### src/rtl/udiv32_sequencer_if.sv
// udiv32_sequencer_if: operand/result handshake bundle between an issuing master and the divider.
interface udiv32_sequencer_if;
    logic        in_valid;
    logic        in_ready;
    logic [31:0] dividend;
    logic [31:0] divisor;
    logic        out_valid;
    logic        out_ready;
    logic [31:0] quotient;
    logic [31:0] remainder;
    logic        div_by_zero;
    logic        busy;
    modport master (
        output in_valid, dividend, divisor, out_ready,
        input  in_ready, out_valid, quotient, remainder, div_by_zero, busy
    );
    modport slave (
        input  in_valid, dividend, divisor, out_ready,
        output in_ready, out_valid, quotient, remainder, div_by_zero, busy
    );
endinterface

### src/rtl/udiv32_sequencer.sv
// udiv32_sequencer: iterative restoring unsigned divider, one quotient bit per clock over 32 clocks.
module udiv32_sequencer #(
    parameter int WIDTH = 32
) (
    input logic               clk,
    input logic               rst,
    udiv32_sequencer_if.slave bus
);
    typedef enum logic [1:0] {IDLE, RUN, DONE} state_t;
    state_t           state;
    logic [WIDTH-1:0] r, q, n, d, r_in, r_out, q_out;
    logic [4:0]       cnt;
    logic             dz, busy, out_valid, ge, accept;
    // Restoring step: shift in the next dividend bit, subtract when it fits.
    always_comb begin
        r_in   = {r[WIDTH-2:0], n[WIDTH-1]};
        ge     = r_in >= d;
        r_out  = ge ? r_in - d : r_in;
        q_out  = {q[WIDTH-2:0], ge};
        accept = bus.in_valid && bus.in_ready;
    end
    assign bus.in_ready    = (state == IDLE) || (state == DONE && bus.out_ready);
    assign bus.busy        = busy;
    assign bus.out_valid   = out_valid;
    assign bus.quotient    = q;
    assign bus.remainder   = r;
    assign bus.div_by_zero = dz;
    always_ff @(posedge clk) begin
        if (rst) begin
            state     <= IDLE;
            r         <= '0;
            q         <= '0;
            n         <= '0;
            d         <= '0;
            cnt       <= '0;
            dz        <= 1'b0;
            busy      <= 1'b0;
            out_valid <= 1'b0;
        end else if (state == RUN) begin
            r   <= r_out;
            q   <= q_out;
            n   <= {n[WIDTH-2:0], 1'b0};
            cnt <= cnt + 5'd1;
            if (cnt == 5'(WIDTH - 1)) begin
                state     <= DONE;
                busy      <= 1'b0;
                out_valid <= 1'b1;
            end
        end else if (accept) begin
            state     <= RUN;
            n         <= bus.dividend;
            d         <= bus.divisor;
            r         <= '0;
            q         <= '0;
            cnt       <= '0;
            dz        <= bus.divisor == '0;
            busy      <= 1'b1;
            out_valid <= 1'b0;
        end else if (state == DONE && bus.out_ready) begin
            state     <= IDLE;
            out_valid <= 1'b0;
        end
    end
endmodule

### src/flat_wrapper.sv
// flat-port wrapper written by rule: the top's interface ports become plain ports
module udiv32_sequencer_flat 
#(
    parameter int WIDTH = 32
)
  (clk, rst, bus_in_valid, bus_dividend, bus_divisor, bus_out_ready, bus_in_ready, bus_out_valid, bus_quotient, bus_remainder, bus_div_by_zero, bus_busy);
  udiv32_sequencer_if bus_i ();
  input logic clk;
  input logic rst;
  input wire logic [$bits(bus_i.in_valid)-1:0] bus_in_valid;
  input wire logic [$bits(bus_i.dividend)-1:0] bus_dividend;
  input wire logic [$bits(bus_i.divisor)-1:0] bus_divisor;
  input wire logic [$bits(bus_i.out_ready)-1:0] bus_out_ready;
  output wire logic [$bits(bus_i.in_ready)-1:0] bus_in_ready;
  output wire logic [$bits(bus_i.out_valid)-1:0] bus_out_valid;
  output wire logic [$bits(bus_i.quotient)-1:0] bus_quotient;
  output wire logic [$bits(bus_i.remainder)-1:0] bus_remainder;
  output wire logic [$bits(bus_i.div_by_zero)-1:0] bus_div_by_zero;
  output wire logic [$bits(bus_i.busy)-1:0] bus_busy;
  assign bus_i.in_valid = bus_in_valid;
  assign bus_i.dividend = bus_dividend;
  assign bus_i.divisor = bus_divisor;
  assign bus_i.out_ready = bus_out_ready;
  assign bus_in_ready = bus_i.in_ready;
  assign bus_out_valid = bus_i.out_valid;
  assign bus_quotient = bus_i.quotient;
  assign bus_remainder = bus_i.remainder;
  assign bus_div_by_zero = bus_i.div_by_zero;
  assign bus_busy = bus_i.busy;
  udiv32_sequencer #(.WIDTH(WIDTH)) u_core (.clk(clk), .rst(rst), .bus(bus_i));
endmodule
### config.mk
export PLATFORM = sky130hd
export DESIGN_NAME = udiv32_sequencer_flat
export DESIGN_NICKNAME = d
export VERILOG_FILES = /design/src/rtl/udiv32_sequencer_if.sv /design/src/rtl/udiv32_sequencer.sv /design/src/flat_wrapper.sv
export SDC_FILE = /design/constraint.sdc
export NUM_CORES = 1
export LEC_CHECK = 0
export ABC_AREA = 1
export CAP_MARGIN = 20
export CORE_AREA = 2 2 205 106
export CTS_CLUSTER_DIAMETER = 60
export DETAILED_ROUTE_END_ITERATION = 10
export DIE_AREA = 0 0 207 108
export HOLD_SLACK_MARGIN = 0.05
export SLEW_MARGIN = 20
export SYNTH_ARGS = -nofsm -noshare
export SYNTH_HDL_FRONTEND = slang
export SYNTH_SLANG_ARGS = --single-unit
export TNS_END_PERCENT = 100
### constraint.sdc
create_clock -name clk -period 2.35 [get_ports clk]
set_clock_uncertainty 0.1 [all_clocks]
set_input_delay 0.705 -clock clk [delete_from_list [all_inputs] [get_ports clk]]
set_output_delay 0.705 -clock clk [all_outputs]
set_load 0.005 [all_outputs]
Word level (Yosys, flattened, before mapping) --
Index checks and enable logic that the tools add are counted.
Word-level totals: register bits after elaboration 138, bits in writable memories 0, output and inout port bits 68, memory bits (read-only) 0, memories kept 0, input port bits 68, word-level logic and storage cells 48, bits in latches 0
Operators by class: bitwise gates (word level) 1, add/sub/neg operators 2, multipliers 0, eq/ne operators 4, reductions and logical operators 11, $lt $le $gt $ge 1, mux-type cells 19, divide/modulo/power cells 0, shift operators 0
Operators with widths (count):
- 32-bit two-way mux | 6
- 32-bit >= comparator | 1
- 32-bit logical NOT | 1
- 32-bit subtractor | 1
- 5-bit two-way mux | 2
- 2-bit two-way mux | 4
- 1-bit two-way mux | 7
- 2-bit AND reduction | 3
- 5-bit by 1-bit adder with 5-bit output (second input constant) | 1
- 5-bit equality test (second input constant) | 1
- 3-bit nonzero test | 1
- 2-bit by 1-bit equality test with 1-bit output (second input constant) | 1
- 2-bit equality test (second input constant) | 1
- 1-bit logical AND | 2
- 2-bit logical NOT | 1
- 2-bit != test (second input constant) | 1
- 2-bit nonzero test | 1
- 2-bit OR reduction | 1
- 1-bit logical OR | 1
- 1-bit NOT | 1

Depth between registers and ports, before layout --
depth after elaboration 6, gate-level depth with buffers 17, depth with buffers taken out 16

Worst setup path before layout --
Ideal clock, no wire load.
path type register to register, start register u_core.n[31], end register u_core.r[27] (netlist: u_core.bus.remainder[27]), arrival 1984 ps, library setup time 138 ps, cell stages (with the launch flop) 18, path slack 129 ps, clock period less this slack 2221 ps, data required time 2112 ps, path buffers 1, cells stage by stage dfxtp_1 inv_1 ha_1 inv_1 fa_1 nand2_1 nand2_1 nand3_2 nand2_2 nand2_2 nand3_2 nand2_4 nand2_4 nand2_4 buf_6 nand2_2 nand2_1 a21oi_2
On the way: word-level cells in the longest chain between the ends 3, elaborated cells between the ends (all ways) 4, classes of those cells 1 x add/sub; 1 x order compare; 2 x mux
RTL lines:
- start: declaration | line udiv32_sequencer.sv:11 | logic [WIDTH-1:0] r, q, n, d, r_in, r_out, q_out;
- start signal: assignment | line udiv32_sequencer.sv:42 | n <= {n[WIDTH-2:0], 1'b0};
- start signal: assignment | line udiv32_sequencer.sv:51 | n <= bus.dividend;
- 32-bit subtractor / 32-bit >= comparator (equally long branches) | line udiv32_sequencer.sv:18, udiv32_sequencer.sv:17
- 32-bit two-way mux (*) | line udiv32_sequencer.sv:18 | r_out = ge ? r_in - d : r_in;
- 32-bit two-way mux (*) | line udiv32_sequencer.sv:39 | end else if (state == RUN) begin
- end signal: assignment | line udiv32_sequencer.sv:40 | r <= r_out;
- end: declaration | line udiv32_sequencer.sv:11
Mark *: on every way between the ends. The rest lies on a longest branch, timed or not. A chain may end at the register's enable or synchronous reset.

Worst setup path in the final report --
start input bus_out_ready, end output bus_in_ready
On the way: word-level cells in the longest chain between the ends 2
RTL lines:
- start: declaration | line flat_wrapper.sv:13 | input wire logic [$bits(bus_i.out_ready)-1:0] bus_out_ready;
- 1-bit logical AND | line udiv32_sequencer.sv:22 | assign bus.in_ready = (state == IDLE) || (state == DONE && bus.out_ready);
- 1-bit logical OR | line udiv32_sequencer.sv:22
- end: declaration | line flat_wrapper.sv:14 | output wire logic [$bits(bus_i.in_ready)-1:0] bus_in_ready;
No other way between the ends.

==> impl_metrics.py <==
metrics = {
    "placement": {
        "hpwl_mm": 17.91,
        "place_area_mm2": 0.01013,
        "dpl_worst_slack_ns": -0.2606,
        "port_buffers": 135,
        "gp_congestion": 0.9557,
    },
    "global_route": {
        "grt.overflow.total": 0,
        "grt_usage": 0.2161,
        "grt_pass1_vias": 7941,
        "antenna_found_initial": 0,
        "grt_pass1_wl_mm": 39.14,
        "grt_max_degree": 84,
    },
    "power_and_ir_drop": {
        "power_mw": 6.701,
        "leakage_nw": 4.869,
        "ir_worst_vdd_mv": 0.5781,
        "comb_power_share": 0.246,
        "power.switching_mw": 2.094,
        "switching_share": 0.3125,
        "pwr-share-seq": 0.369,
        "internal_power_mw": 4.607,
        "clkPwrFrac": 0.385,
        "p_per_area_mw_per_mm2": 617.9,
    },
    "sta": {
        "rsz0062_at_grt": "true",
        "finalHoldViolations": 0,
        "layout_min_cycle_time_ns": 2.305,
        "worstMarginPinSlew_ns": 0.5184,
        "timing.fmax_ghz": 0.4338,
        "max-slew-margin-rel": 0.6512,
        "tns_ns": 0,
        "setup_violations": 0,
        "slew_violations": 0,
        "period_share": 0.9810,
        "postLayoutSetupSlackWorst_ns": 0.04471,
    },
    "drt": {
        "drt.antenna.violating_nets": 0,
        "post_drt_wl_per_cell_um": 13.78,
        "via_per_inst": 4.858,
        "drt_wl_total_mm": 23.92,
        "first_pass_iters": 5,
        "vias": 8433,
        "drtIter0Drc": 558,
        "drc": 0,
    },
    "floorplan": {
        "ioPinCount": 136,
        "dieArea_mm2": 0.02236,
        "die_h_um": 108,
        "design.core.area_mm2": 0.02037,
        "rows": 37,
        "die_w_um": 207,
        "initial_core_util": 0.4005,
    },
    "clocking": {
        "clk_pin_slew_worst_paths_ns": 0.06,
        "htreeDepth": 4,
        "numClockSinks": 137,
        "clkLatencyLatePin_ns": 0.43,
        "postCtsHoldBufs": 0,
        "cts_root_buf": "clkbuf_16",
        "cts_made_buffers": 17,
        "clockBufferDepth": 2,
        "tritoncts": "yes",
    },
    "logic_synthesis": {
        "synth.area.top_cells": "dfxtp_1, nand2_1, inv_1, a21oi_1, ha_1",
        "synth.top_cell.area_share": 0.3362,
        "synth_fa_ha_area_frac": 0.05460,
        "synth_compound_area_frac": 0.1307,
        "ys_seq_area_frac": 0.3362,
        "synthesis.area_mm2": 0.008158,
        "yosysWarningCount": 0,
        "synthArstFlopShare": 0,
        "avgSynthCellArea_um2": 6.304,
        "synth_top_family_by_area": "simple AND/OR/NAND/NOR gates",
        "synth_top_area_cell": "dfxtp_1",
        "synth_commonest_cells": "nand2_1, inv_1, dfxtp_1",
        "synth_seq_cells": 137,
        "synth.most_common_cell": "nand2_1",
        "yosys.area_share.xor_xnor": 0.01503,
        "synth_edf_count": 0,
        "synth_simple_gate_area_frac": 0.3532,
        "synthMuxAreaShare": 0,
        "syn_inst": 1294,
        "ys.flop_type": "dfxtp_1",
        "synth_cell_types": 35,
        "synthesis.nets": 1397,
    },
    "final_layout": {
        "syn_to_final_growth_pct": 32.93,
        "diodes": 0,
        "fin_nets": 1555,
        "multi_input_area_mm2": 0.004637,
        "fill_cells": 2056,
        "layout-drive-gt1-share": 0.1073,
        "design_area_mm2": 0.01084,
        "ff_latch_area_mm2": 0.002744,
    },
    "critical_path": {
        "start_kind": "primary input",
        "slowest_delay_ns": 0.45,
        "critPathSlowestCell": "clkdlybuf4s50_1",
        "cp_max_fo": 2,
        "cpLargestDelayFamily": "buffers and inverters",
        "arrival_ns": 1.50,
        "crit_path_cell_trace": "clkdlybuf4s50_1 -> o21ai_1 -> inv_1 -> clkdlybuf4s15_1",
        "path_buf_inv": 3,
        "worstPathRequired_ns": 1.54,
        "crit_path_end_kind": "primary output",
        "crit_type": "in2out",
    },
    "job": {
        "drv_cap": 0,
    },
    "worst_hold_path": {
        "hp-class": "reg2reg",
    },
    "status": {
        "outcome": "finished, final reports clean",
    },
}
[per-stage QoR]
stage               utilization  cells  hold slack, ns
floorplan                     -   1294          0.3328
finish                   0.5324   1736          0.3625
global placement         0.4971   1703          0.3465
detailed placement       0.4971   1703          0.3505
global route             0.5324   1736          0.3856
CTS                      0.5247   1733          0.3590
[timing repair]
action	CTS	global route
setup endpoints to repair	1	33
buffers inserted	0	3
pin swaps	1	6
gates resized for setup	2	36
gates cloned	0	0
[placed cells by master, fill, tap and decap left out, drive strengths merged]
master         netlist  layout
nor4                 8       8
clkdlybuf4s50        0     133
nor3                 1       1
xor2                 3       3
a221oi               1       1
ha                  34      34
nand4               10      10
o211ai               1       1
xnor2               11      11
nand3b              18      18
inv                174     175
a31oi               31      31
buf                 18      57
clkbuf              34      20
nand2              529     529
fa                   1       1
clkinv               1       5
dfxtp              137     137
clkinvlp             0       4
nand3               56      56
o21ai               36      36
clkdlybuf4s15        0       1
and2                 6       6
a21oi              123     123
a211oi               1       1
o21bai               2       2
nor2                58      58
bufinv               0       1
[power groups by stage]
stage / Clock [mW] / Sequential [mW] / Combinational, mW
floorplan: 0 / 2.51 / 1.01
global placement: 0 / 2.52 / 1.57
detailed placement: 0 / 2.52 / 1.58
CTS: 2.64 / 2.47 / 1.59
global route: 2.74 / 2.48 / 1.84
finish: 2.58 / 2.47 / 1.65
[worst reg2reg max path, cell delays in order, from the launching register on]
cell	delay (ns)
dfxtp_1	0.30
inv_1	0.05
ha_1	0.39
nand2_1	0.16
nor2_2	0.17
nand2_1	0.12
nor2_2	0.14
nand2_4	0.07
nand2_4	0.12
buf_12	0.16
nand3_1	0.14
nand2_1	0.12
a21oi_2	0.05
[cell type report]
cell class              count  share of cell area
flip-flops and latches    137              0.2530
clock inverters            10            0.008884
clock buffers              20             0.04304
multi-input cells         930              0.4276
well taps                 273             0.03150
repair buffers            191              0.1754
inverters                 175             0.06057
[cells by family (layout without fill, tap and decap cells)]
| kind of cell | count (synthesis) | in the layout |
|---|---|---|
| xor gates and xnor gates | 14 | 14 |
| and+or+nand+nor | 686 | 686 |
| DFF | 137 | 137 |
| buffers and inverters | 227 | 396 |
| adders and majority gates | 35 | 35 |
| AOI/OAI and AO/OA | 195 | 195 |
[layer usage]
layer	track usage	wire length, µm
met1	0.3086	12410
met2	0.3369	10180
met3	0.04386	1129
met4	0.04592	203
met5	0	0
[registers in the layout, indices dropped and copies added, names as in the netlist]
| signal | count |
|---|---|
| u_core.bus.quotient | 32 |
| u_core.state | 2 |
| u_core.bus.remainder | 32 |
| u_core.d | 32 |
| u_core.bus.div_by_zero | 1 |
| u_core.cnt | 5 |
| u_core.bus.busy | 1 |
| u_core.n | 32 |
[final timing paths]
check	cells after the start	slack (ns)	to	from
worst max-delay path	4	0.04	bus_in_ready	bus_out_ready
worst min-delay path	2	0.36	u_core.d[19]$_SDFFE_PP0P_	u_core.d[19]$_SDFFE_PP0P_
worst max register to register	12	0.13	u_core.bus.remainder[25]$_SDFFE_PP0P_	u_core.d[20]$_SDFFE_PP0P_
worst min register to register	2	0.36	u_core.d[19]$_SDFFE_PP0P_	u_core.d[19]$_SDFFE_PP0P_
Power figures use the tool's default switching activity.
